<file path="config.mk">
export PLATFORM = sky130hd
export DESIGN_NAME = alu_mc
export DESIGN_NICKNAME = d
export VERILOG_FILES = /design/src/rtl/alu_pkg.sv /design/src/rtl/alu_mul_seq.sv /design/src/rtl/alu_mc.sv
export SDC_FILE = /design/constraint.sdc
export NUM_CORES = 1
export LEC_CHECK = 0
export BUFFER_PORTS_ARGS = -buffer_cell sky130_fd_sc_hd__buf_2
export CAP_MARGIN = 20
export CORE_MARGIN = 2
export CORE_UTILIZATION = 50
export DETAILED_ROUTE_END_ITERATION = 10
export HOLD_SLACK_MARGIN = 0.15
export PLACE_DENSITY = 0.68
export SETUP_SLACK_MARGIN = 0.1
export SLEW_MARGIN = 15
export SYNTH_ARGS = -nofsm -noshare
export SYNTH_HDL_FRONTEND = slang
export SYNTH_HIERARCHICAL = 1
export SYNTH_SLANG_ARGS = --single-unit
</file>
<file path="constraint.sdc">
create_clock -name clk -period 3.2 [get_ports clk]
set_clock_uncertainty 0.05 [all_clocks]
set_input_delay 0.32 -clock clk [delete_from_list [all_inputs] [get_ports clk]]
set_output_delay 0.32 -clock clk [all_outputs]
set_load 0.03 [all_outputs]
</file>
<file path="src/rtl/alu_pkg.sv">
// Shared types for the multi-cycle ALU: opcode encoding, control states and flag layout.
package alu_pkg;

  typedef enum logic [3:0] {
    OP_AND  = 4'b0000,
    OP_OR   = 4'b0001,
    OP_ADD  = 4'b0010,
    OP_SLT  = 4'b0011,
    OP_ANDN = 4'b0100,
    OP_ORN  = 4'b0101,
    OP_SUB  = 4'b0110,
    OP_SLTU = 4'b0111,
    OP_XOR  = 4'b1000,
    OP_NOR  = 4'b1001,
    OP_MUL  = 4'b1010,
    OP_SLL  = 4'b1011,
    OP_SRL  = 4'b1100,
    OP_SRA  = 4'b1101,
    OP_ILL0 = 4'b1110,
    OP_ILL1 = 4'b1111
  } alu_op_e;

  typedef enum logic [1:0] {
    IDLE = 2'd0,
    BUSY = 2'd1,
    DONE = 2'd2
  } alu_state_e;

  typedef struct packed {
    logic z;
    logic n;
    logic c;
    logic v;
  } alu_flags_t;

endpackage

</file>
<file path="src/rtl/alu_mul_seq.sv">
// Sequential unsigned shift-add multiplier: one partial-product step per cycle, N steps.
// 'product' and 'done' describe the value produced by the step in progress, so the
// caller can register the final product on the same edge as the last step.
module alu_mul_seq #(
  parameter int N = 8
) (
  input  logic           clk,
  input  logic           reset,
  input  logic           start,
  input  logic [N-1:0]   a,
  input  logic [N-1:0]   b,
  output logic           busy,
  output logic           done,
  output logic [2*N-1:0] product
);

  localparam int CW = $clog2(N) + 1;

  logic [N-1:0]   mcand;
  logic [2*N-1:0] acc;   // {partial high word, remaining multiplier bits}
  logic [CW-1:0]  cnt;
  logic [N:0]     sum;

  // One shift-add step: add the multiplicand into the high half when the current
  // multiplier bit is set, then shift the whole accumulator right by one.
  always_comb begin
    sum     = {1'b0, acc[2*N-1:N]} + (acc[0] ? {1'b0, mcand} : '0);
    product = {sum, acc[N-1:1]};
    done    = busy && (cnt == CW'(N - 1));
  end

  // Operand capture on start, then N iterations.
  // NOTE: sequential state uses non-blocking assignments so every register samples
  // pre-edge values, independent of statement order.
  always_ff @(posedge clk or posedge reset) begin
    if (reset) begin
      busy  <= 1'b0;
      cnt   <= '0;
      mcand <= '0;
      acc   <= '0;
    end else if (start) begin
      busy  <= 1'b1;
      cnt   <= '0;
      mcand <= a;
      acc   <= {{N{1'b0}}, b};
    end else if (busy) begin
      acc <= product;
      cnt <= cnt + 1'b1;
      if (done) busy <= 1'b0;
    end
  end

endmodule

</file>
<file path="src/rtl/alu_mc.sv">
// Multi-cycle ALU with valid/ready on both sides. Single-cycle ops register their
// result at accept; MUL runs N cycles in alu_mul_seq before the result is registered.
module alu_mc
  import alu_pkg::*;
#(
  parameter int N      = 8,
  parameter bit MUL_EN = 1'b1
) (
  input  logic         clk,
  input  logic         reset,
  input  logic         in_valid,
  output logic         in_ready,
  input  logic [N-1:0] a,
  input  logic [N-1:0] b,
  input  logic [3:0]   op,
  output logic         out_valid,
  input  logic         out_ready,
  output logic [N-1:0] y,
  output logic [N-1:0] hi,
  output logic [3:0]   flags,
  output logic         err
);

  localparam int SW = $clog2(N);

  alu_state_e     state, state_nxt;
  alu_op_e        op_e;
  alu_flags_t     flags_q, s_flags, m_flags;
  logic           accept, is_mul, sub;
  logic [N-1:0]   bx, diff, s_y;
  logic [N:0]     sum;
  logic           carry, ovf, s_c, s_v, s_err;
  logic [SW-1:0]  shamt;
  logic           mul_busy, mul_done;
  logic [2*N-1:0] mul_prod;

  assign op_e   = alu_op_e'(op);
  assign is_mul = MUL_EN && (op_e == OP_MUL);
  assign accept = in_valid && in_ready;
  assign shamt  = b[SW-1:0];

  // Shared N+1-bit adder: subtraction is a + ~b + 1, overflow when the operands
  // seen by the adder agree in sign and the result does not.
  always_comb begin
    sub   = (op_e == OP_SUB) || (op_e == OP_SLT) || (op_e == OP_SLTU);
    bx    = b ^ {N{sub}};
    sum   = {1'b0, a} + {1'b0, bx} + {{N{1'b0}}, sub};
    diff  = sum[N-1:0];
    carry = sum[N];
    ovf   = (a[N-1] == bx[N-1]) && (diff[N-1] != a[N-1]);
  end

  // Single-cycle result, C/V and illegal detection; MUL lands here only when disabled.
  // NOTE: every output of this block is given a default first so no latch is inferred.
  always_comb begin
    s_y   = '0;
    s_c   = 1'b0;
    s_v   = 1'b0;
    s_err = 1'b0;
    case (op_e)
      OP_AND:  s_y = a & b;
      OP_OR:   s_y = a | b;
      OP_ADD:  begin s_y = diff; s_c = carry; s_v = ovf; end
      OP_SUB:  begin s_y = diff; s_c = carry; s_v = ovf; end
      OP_SLT:  s_y = {{(N-1){1'b0}}, diff[N-1] ^ ovf};
      OP_SLTU: s_y = {{(N-1){1'b0}}, ~carry};
      OP_ANDN: s_y = a & ~b;
      OP_ORN:  s_y = a | ~b;
      OP_XOR:  s_y = a ^ b;
      OP_NOR:  s_y = ~(a | b);
      OP_SLL:  s_y = a << shamt;
      OP_SRL:  s_y = a >> shamt;
      OP_SRA:  s_y = $unsigned($signed(a) >>> shamt);
      default: s_err = 1'b1;
    endcase
    s_flags = s_err ? '0 : '{z: (s_y == '0), n: s_y[N-1], c: s_c, v: s_v};
    m_flags = '{z: (mul_prod[N-1:0] == '0), n: mul_prod[N-1],
                c: (mul_prod[2*N-1:N] != '0), v: 1'b0};
  end

  generate
    if (MUL_EN) begin : g_mul
      alu_mul_seq #(.N(N)) u_mul (
        .clk     (clk),
        .reset   (reset),
        .start   (accept && is_mul),
        .a       (a),
        .b       (b),
        .busy    (mul_busy),
        .done    (mul_done),
        .product (mul_prod)
      );
    end else begin : g_no_mul
      assign mul_busy = 1'b0;
      assign mul_done = 1'b0;
      assign mul_prod = '0;
    end
  endgenerate

  // Control state register.
  always_ff @(posedge clk or posedge reset) begin
    if (reset) state <= IDLE;
    else       state <= state_nxt;
  end

  // Next state and handshake outputs; DONE hands in_ready to the consumer so a new
  // op can be accepted on the edge the current result leaves.
  always_comb begin
    state_nxt = state;
    in_ready  = 1'b0;
    out_valid = 1'b0;
    case (state)
      IDLE: begin
        in_ready = !reset;
        if (accept) state_nxt = is_mul ? BUSY : DONE;
      end
      BUSY: begin
        if (mul_done)      state_nxt = DONE;
        else if (!mul_busy) state_nxt = IDLE;  // multiplier lost its op; never wedge
      end
      DONE: begin
        out_valid = 1'b1;
        in_ready  = out_ready && !reset;
        if (out_ready) begin
          if (accept) state_nxt = is_mul ? BUSY : DONE;
          else        state_nxt = IDLE;
        end
      end
      default: state_nxt = IDLE;
    endcase
  end

  // Result registers: loaded at accept for single-cycle ops, on the last step for MUL.
  always_ff @(posedge clk or posedge reset) begin
    if (reset) begin
      y       <= '0;
      hi      <= '0;
      flags_q <= '0;
      err     <= 1'b0;
    end else if (mul_done) begin
      y       <= mul_prod[N-1:0];
      hi      <= mul_prod[2*N-1:N];
      flags_q <= m_flags;
      err     <= 1'b0;
    end else if (accept && !is_mul) begin
      y       <= s_y;
      hi      <= '0;
      flags_q <= s_flags;
      err     <= s_err;
    end
  end

  assign flags = flags_q;

endmodule

</file>
# Word-level counts from Yosys, hierarchy flattened
# Cells that the tools add are included.
# op_classes
shifts	3
eq_ne	21
reduce_logical	20
order_cmp	0
mux	30
bitwise_logic	10
multipliers	0
n_div	0
n_addsub	4
# ops
operator	count
$pmux W8 S12	1
$mux W8	5
$mux W16	2
$eq A4 B4 Y1 const B	6
$eq A4 B3 Y1 const B	5
$mux W4	5
$and A8 B8 Y8	2
$logic_not A8 Y1	2
$not A8 Y8	2
$or A8 B8 Y8	2
$xor A8 B8 Y8	2
$reduce_or A13 Y1	1
$mux W2	6
$add A8 B8 Y9	1
$add A8 B9 Y9	1
$add A9 B1 Y9	1
$mux W1	9
$eq A4 B2 Y1 const B	2
$reduce_bool A8 Y1	1
$shl A8 B3 Y8	1
$shr A8 B3 Y8	1
$sshr A8 B3 Y8	1
$logic_and A1 B1 Y1	6
$pmux W2 S3	1
18 further kinds	22
# word_totals
mem_bits_ro	0
wordCells	100
latch_bits	0
inputBits	24
regBits	52
ramBits	0
n_memories	0

# Longest topological paths before layout
# depth
depth_word	14
mapped_depth	14
ltp_nobuf	12

# Hierarchy
# Netlist, hierarchy kept.
# modules_own_cells
module	seq_area_each_um2	instances	cells_each	area_per_inst_um2
alu_mc	575.6	1	385	3180.6
alu_mul_seq	725.7	1	172	1746.7

# Least setup slack after synthesis
# Ideal clock, no wire load.
# synth_path
kind	input port to flip-flop
startpoint	input port op[3]
endpoint	register y[0]
path_buffers	0
t_required_ps	3086
path_stages	11
path_slack_ps	75
arrival_time_ps	3011
cell_sequence	nand2b_1 -> nor2_1 -> xnor2_1 -> fa_1 -> a211oi_1 -> o21bai_1 -> a2111o_1 -> a21oi_1 -> a311oi_2 -> a211oi_1 -> a21o_1
# synth_between
elab_chain_len	12
# synth_lines
element	line	rtl
start: declaration	alu_mc.sv:15	input logic [3:0] op,
$eq A4 B3 Y1 or $eq A4 B2 Y1 (tied branches)	alu_mc.sv:45, alu_mc.sv:60	
$logic_or A1 B1 Y1 (2 in a row)	alu_mc.sv:45	sub = (op_e == OP_SUB) || (op_e == OP_SLT) || (op_e == OP_SLTU);
$xor A8 B8 Y8	alu_mc.sv:46	bx = b ^ {N{sub}};
$add A8 B8 Y9	alu_mc.sv:47	sum = {1'b0, a} + {1'b0, bx} + {{N{1'b0}}, sub};
$add A9 B1 Y9	alu_mc.sv:47	
$ne A1 B1 Y1	alu_mc.sv:50	ovf = (a[N-1] == bx[N-1]) && (diff[N-1] != a[N-1]);
$logic_and A1 B1 Y1	alu_mc.sv:50	
$xor A1 B1 Y1	alu_mc.sv:65	OP_SLT: s_y = {{(N-1){1'b0}}, diff[N-1] ^ ovf};
$pmux W8 S12	alu_mc.sv:60	case (op_e)
$mux W8	alu_mc.sv:145	end else if (accept && !is_mul) begin
$mux W8	alu_mc.sv:140	end else if (mul_done) begin
end signal: assignment	alu_mc.sv:141	y <= mul_prod[N-1:0];
end signal: assignment	alu_mc.sv:146	y <= s_y;
end: declaration	alu_mc.sv:18	output logic [N-1:0] y,
# Several ways; a longest one is shown, not always the timed one. The select of a mux whose other input is x is not followed.
# A chain may end at the register's enable or synchronous reset.

# Worst setup path in the final report
# layout_path
startpoint	register g_mul.u_mul.acc[0]
endpoint	register flags_q, in the netlist flags[1]
# layout_between
elab_chain_len	4
# layout_lines
element	line	rtl
start: declaration	alu_mul_seq.sv:20	logic [2*N-1:0] acc;
start signal: assignment	alu_mul_seq.sv:45	acc <= {{N{1'b0}}, b};
start signal: assignment	alu_mul_seq.sv:47	acc <= product;
$mux W8	alu_mul_seq.sv:27	sum = {1'b0, acc[2*N-1:N]} + (acc[0] ? {1'b0, mcand} : '0);
$add A8 B9 Y9	alu_mul_seq.sv:27	
net mul_prod[13]	alu_mc.sv:35	logic [2*N-1:0] mul_prod;
$reduce_bool A8 Y1	alu_mc.sv:78	c: (mul_prod[2*N-1:N] != '0), v: 1'b0};
$mux W4	alu_mc.sv:140	
end signal: assignment	alu_mc.sv:143	flags_q <= m_flags;
end signal: assignment	alu_mc.sv:148	flags_q <= s_flags;
end: declaration	alu_mc.sv:28	alu_flags_t flags_q, s_flags, m_flags;
# The timed path passes the listed nets, and every way through them passes these cells.

==> metrics.md <==
| Metric | Value |
|---|---|
| Core Region | `a little under 10000 um2` |
| Slew margin rel. | `0.452` |
| CP Max Fanout | `9` |
| Chip width | `around 100 um` |
| # port buffers | `46` |
| TNS Setup | `0 ns` |
| Seq/Total Area, Yosys | `0.264` |
| Total die area | `10700 um2` |
| Detail Placement HPWL | `10000 um` |
| Vias | `4393` |
| Crit path arrival time | `3.08 ns` |
| Worst-Margin Slew | `0.821 ns` |
| Crit share post-route | `0.919` |
| Internal Pwr Total | `1.66 mW` |
| Worst path cell trace | `and2_1 -> ha_1 -> fa_1 -> a21o_1 -> a211o_1 -> a21oi_1 -> xnor2_1 -> nor4_1 -> and3_1 -> o22ai_1` |
| Instance count of the mapped netlist | `557` |
| Post-Route Hold Slack | `about 0.27 ns` |
| Fin nets | `643` |
| Detailed Routing Iterations Pass 1 | `4` |
| Worst path required time | `3.34 ns` |
| Max Buffers Root-to-Sink | `2` |
| Depth of the CTS H-tree | `2` |
| Post-Syn Area | `4930 um2` |
| Vias per inst | `6.12` |
| Cell area power density | `564 nW/um2` |
| DR iter-0 viols | `340` |
| Site Rows | `36` |
| Initial Utilization | `0.509` |
| CTS buffer count | `5` |
| Worst setup EP type | `register` |
| Worst-path clk slew | `0.10 ns` |
| Setup-failing EPs final | `0` |
| Synth-to-Final Area Change | `7.39%` |
| CTS sink count | `52` |
| Initial antenna violation count | `0` |
| CP bufs+invs | `0` |
| Synth warn | `6` |
| Startpoint Class | `register` |
| Sequential Power Share | `0.352` |
| Syn avg cell area | `just under 9 um2` |
| Drt drc | `0` |
| Root Driver | `clkbuf_8` |
| Async set or reset register ratio after synthesis | `1.00` |
| Final Max Tran Viols | `0` |
| Share of cells above drive strength 1 | `0.195` |
| Clk network pwr share | `0.128` |
| Total GRT Usage | `0.257` |
| Leakage Power | `2.41 nW` |
| Die Height | `~100 um` |
| Post-Route WL | `about 13000 um` |
| ANT nets after route | `0` |
| Post-layout min period | `between 2 and 3 ns` |
| Crit-path slowest cell | `dfrtp_2` |
| Syn nets | `616` |
| Logic pwr share | `0.520` |
| CTS tree | `yes` |
| Number of synthesized flops with an enable pin | `0` |
| First-pass GRT wire length | `21200 um` |
| Max VDD drop | `0.269 mV` |
| Number of failing hold endpoints at the final stage | `0` |
| I/O pins | `47` |
| CP max stage delay | `0.46 ns` |
| Ant diodes | `0` |
| Max Cap Viol | `0` |
| Setup Fix Bufs, Post-CTS | `0` |
| Ys flop type | `dfrtp_1` |
| CP top delay family | `compound AO/OA/AOI/OAI gates` |
| Switching Share | `0.442` |
| GRT overflow | `0` |
| Clk_lat worst skew | `0.31 ns` |
| Synth unique cells | `just over 80` |
| #FFs+latches synth | `between 50 and 60` |
| Largest net degree at the start of global routing | `32` |
| F_max | `340 MHz` |
| Net switching power | `~1.3 mW` |
| Outcome | `finished clean` |
| Routed len/inst | `approximately 18 um` |
| Vias in the first global route | `3972` |
| RSZ-0062 raised after global routing | `false` |
| Hold Path Class | `input port to register` |
| Crit path kind | `register to register` |
| GP Congestion | `1.05` |
## final timing paths
check	start	end	slack, ns	depth (start not counted)
worst max register to register	g_mul.u_mul/acc[0]$_DFFE_PP0P_	flags[1]$_DFFE_PP0P_	0.26	10
worst min-delay path	b[4]	g_mul.u_mul/acc[4]$_DFFE_PP0P_	0.27	3
worst min register to register	g_mul.u_mul/mcand[7]$_DFFE_PP0P_	g_mul.u_mul/mcand[7]$_DFFE_PP0P_	0.46	1
min in group asynchronous	reset	g_mul.u_mul/acc[14]$_DFFE_PP0P_	0.53	3
max in group asynchronous	reset	state[0]$_DFFE_PP0P_	1.89	3
worst max-delay path	g_mul.u_mul/acc[0]$_DFFE_PP0P_	flags[1]$_DFFE_PP0P_	0.26	10
## placed cells by master, fill, tap and decap left out, types with 8 or more instances in the layout
cell / instances
ha_1: 33
dfrtp_1: 51
a21oi_1: 26
nand2_1: 58
mux2i_1: 17
and2_1: 8
a21o_1: 12
xnor2_1: 17
nand3b_1: 9
nor2_1: 35
buf_2: 46
nand3_1: 9
mux4_2: 9
nor3_1: 9
inv_1: 24
buf_4: 18
nand2b_1: 8
a211oi_1: 8
mux2_2: 9
nor2b_1: 9
xor2_1: 8
o21ai_0: 34
## synth_stat cells, drive strengths merged, types with 3 or more instances
| cell type | n | share of area |
|---|---|---|
| a21oi | 26 | 0.026 |
| ha | 33 | 0.084 |
| and3 | 8 | 0.010 |
| nand4 | 7 | 0.0089 |
| nand3b | 9 | 0.014 |
| nor2 | 39 | 0.030 |
| dfrtp | 52 | 0.26 |
| inv | 26 | 0.020 |
| and4b | 4 | 0.0081 |
| mux2i | 17 | 0.035 |
| a21o | 12 | 0.018 |
| clkbuf | 16 | 0.013 |
| xor2 | 8 | 0.014 |
| mux2 | 12 | 0.027 |
| nand3 | 9 | 0.0091 |
| buf | 30 | 0.046 |
| nor3b | 6 | 0.010 |
| a31o | 3 | 0.0053 |
| nor2b | 9 | 0.011 |
| xnor2 | 17 | 0.030 |
| a31oi | 7 | 0.0089 |
| nand2b | 8 | 0.010 |
| o31ai | 5 | 0.0076 |
| a311oi | 3 | 0.0066 |
| o211ai | 3 | 0.0056 |
| mux4 | 9 | 0.041 |
| nor4 | 10 | 0.018 |
| o21ai | 34 | 0.035 |
| nand2 | 58 | 0.044 |
| a2111oi | 3 | 0.0091 |
| a211o | 6 | 0.011 |
| a211oi | 9 | 0.015 |
| o221ai | 3 | 0.0053 |
| or3 | 3 | 0.0048 |
| nor3 | 9 | 0.0091 |
| o21a | 4 | 0.0061 |
| and2 | 8 | 0.010 |
## per-layer routing
layer	up-vias	global-route usage	share of wire
met5	-	0	0
met2	181	0.395	0.44
met1	2122	0.385	0.47
li1	2071	-	-
met3	19	0.0336	0.068
met4	0	0.0648	0.018
## cells by family after synthesis
kind of cell / count (synthesis) / share of synthesized area
buf+inv: 72 / 0.0790
flops: 52 / 0.264
compound gates: 140 / 0.201
mux: 38 / 0.103
xor+xnor: 25 / 0.0444
fa+ha+maj: 35 / 0.0919
simple gates: 195 / 0.217
## flip-flops by register name, indices dropped and copies added (netlist names)
name               count
err                    1
g_mul.u_mul/busy       1
flags                  4
g_mul.u_mul/acc       16
hi                     8
y                      8
g_mul.u_mul/mcand      8
state                  2
g_mul.u_mul/cnt        4
## through the flow
stage | power, mW | setup WS [ns] | utilization | cells | cell area [um2]
4_1_cts | 2.97 | 0.212 | 0.546 | 718 | 5290
5_1_grt | 3.21 | 0.104 | 0.546 | 718 | 5290
3_3_place_gp | 2.53 | 0.231 | 0.534 | 708 | 5170
3_5_place_dp | 2.59 | 0.144 | 0.536 | 709 | 5190
2_1_floorplan | 2.25 | 0.260 | - | 557 | 4930
6_report | 2.98 | 0.260 | 0.546 | 718 | 5290
## tightest hold or removal path, cell delays in order
cell and delay, ns:
buf_2 0.14, nand2_1 0.06, o21ai_0 0.06
## cell type report
class	instances	area, um2
fillers	922	4390
inverters	26	97.6
multi-input cells	433	3240
flip-flops and latches	52	1300
well taps	133	166
clock buffers	5	68.8
clock inverters	3	21.3
repair buffers	66	390
## power by group through the flow
stage	combinational [mW]	clock, mW	sequential, mW
after CTS	1.53	0.389	1.05
after global routing	1.71	0.418	1.08
after floorplan	1.11	0	1.14
after detailed placement	1.53	0	1.06
after global placement	1.49	0	1.05
final	1.55	0.381	1.05
## repair_timing
item	in CTS	in global routing
hold buffers	1	0
resized for setup	0	1
hold endpoints to repair	8	0
endpoints found under the setup margin	0	1
No activity file was read; power rests on OpenSTA's default activity.
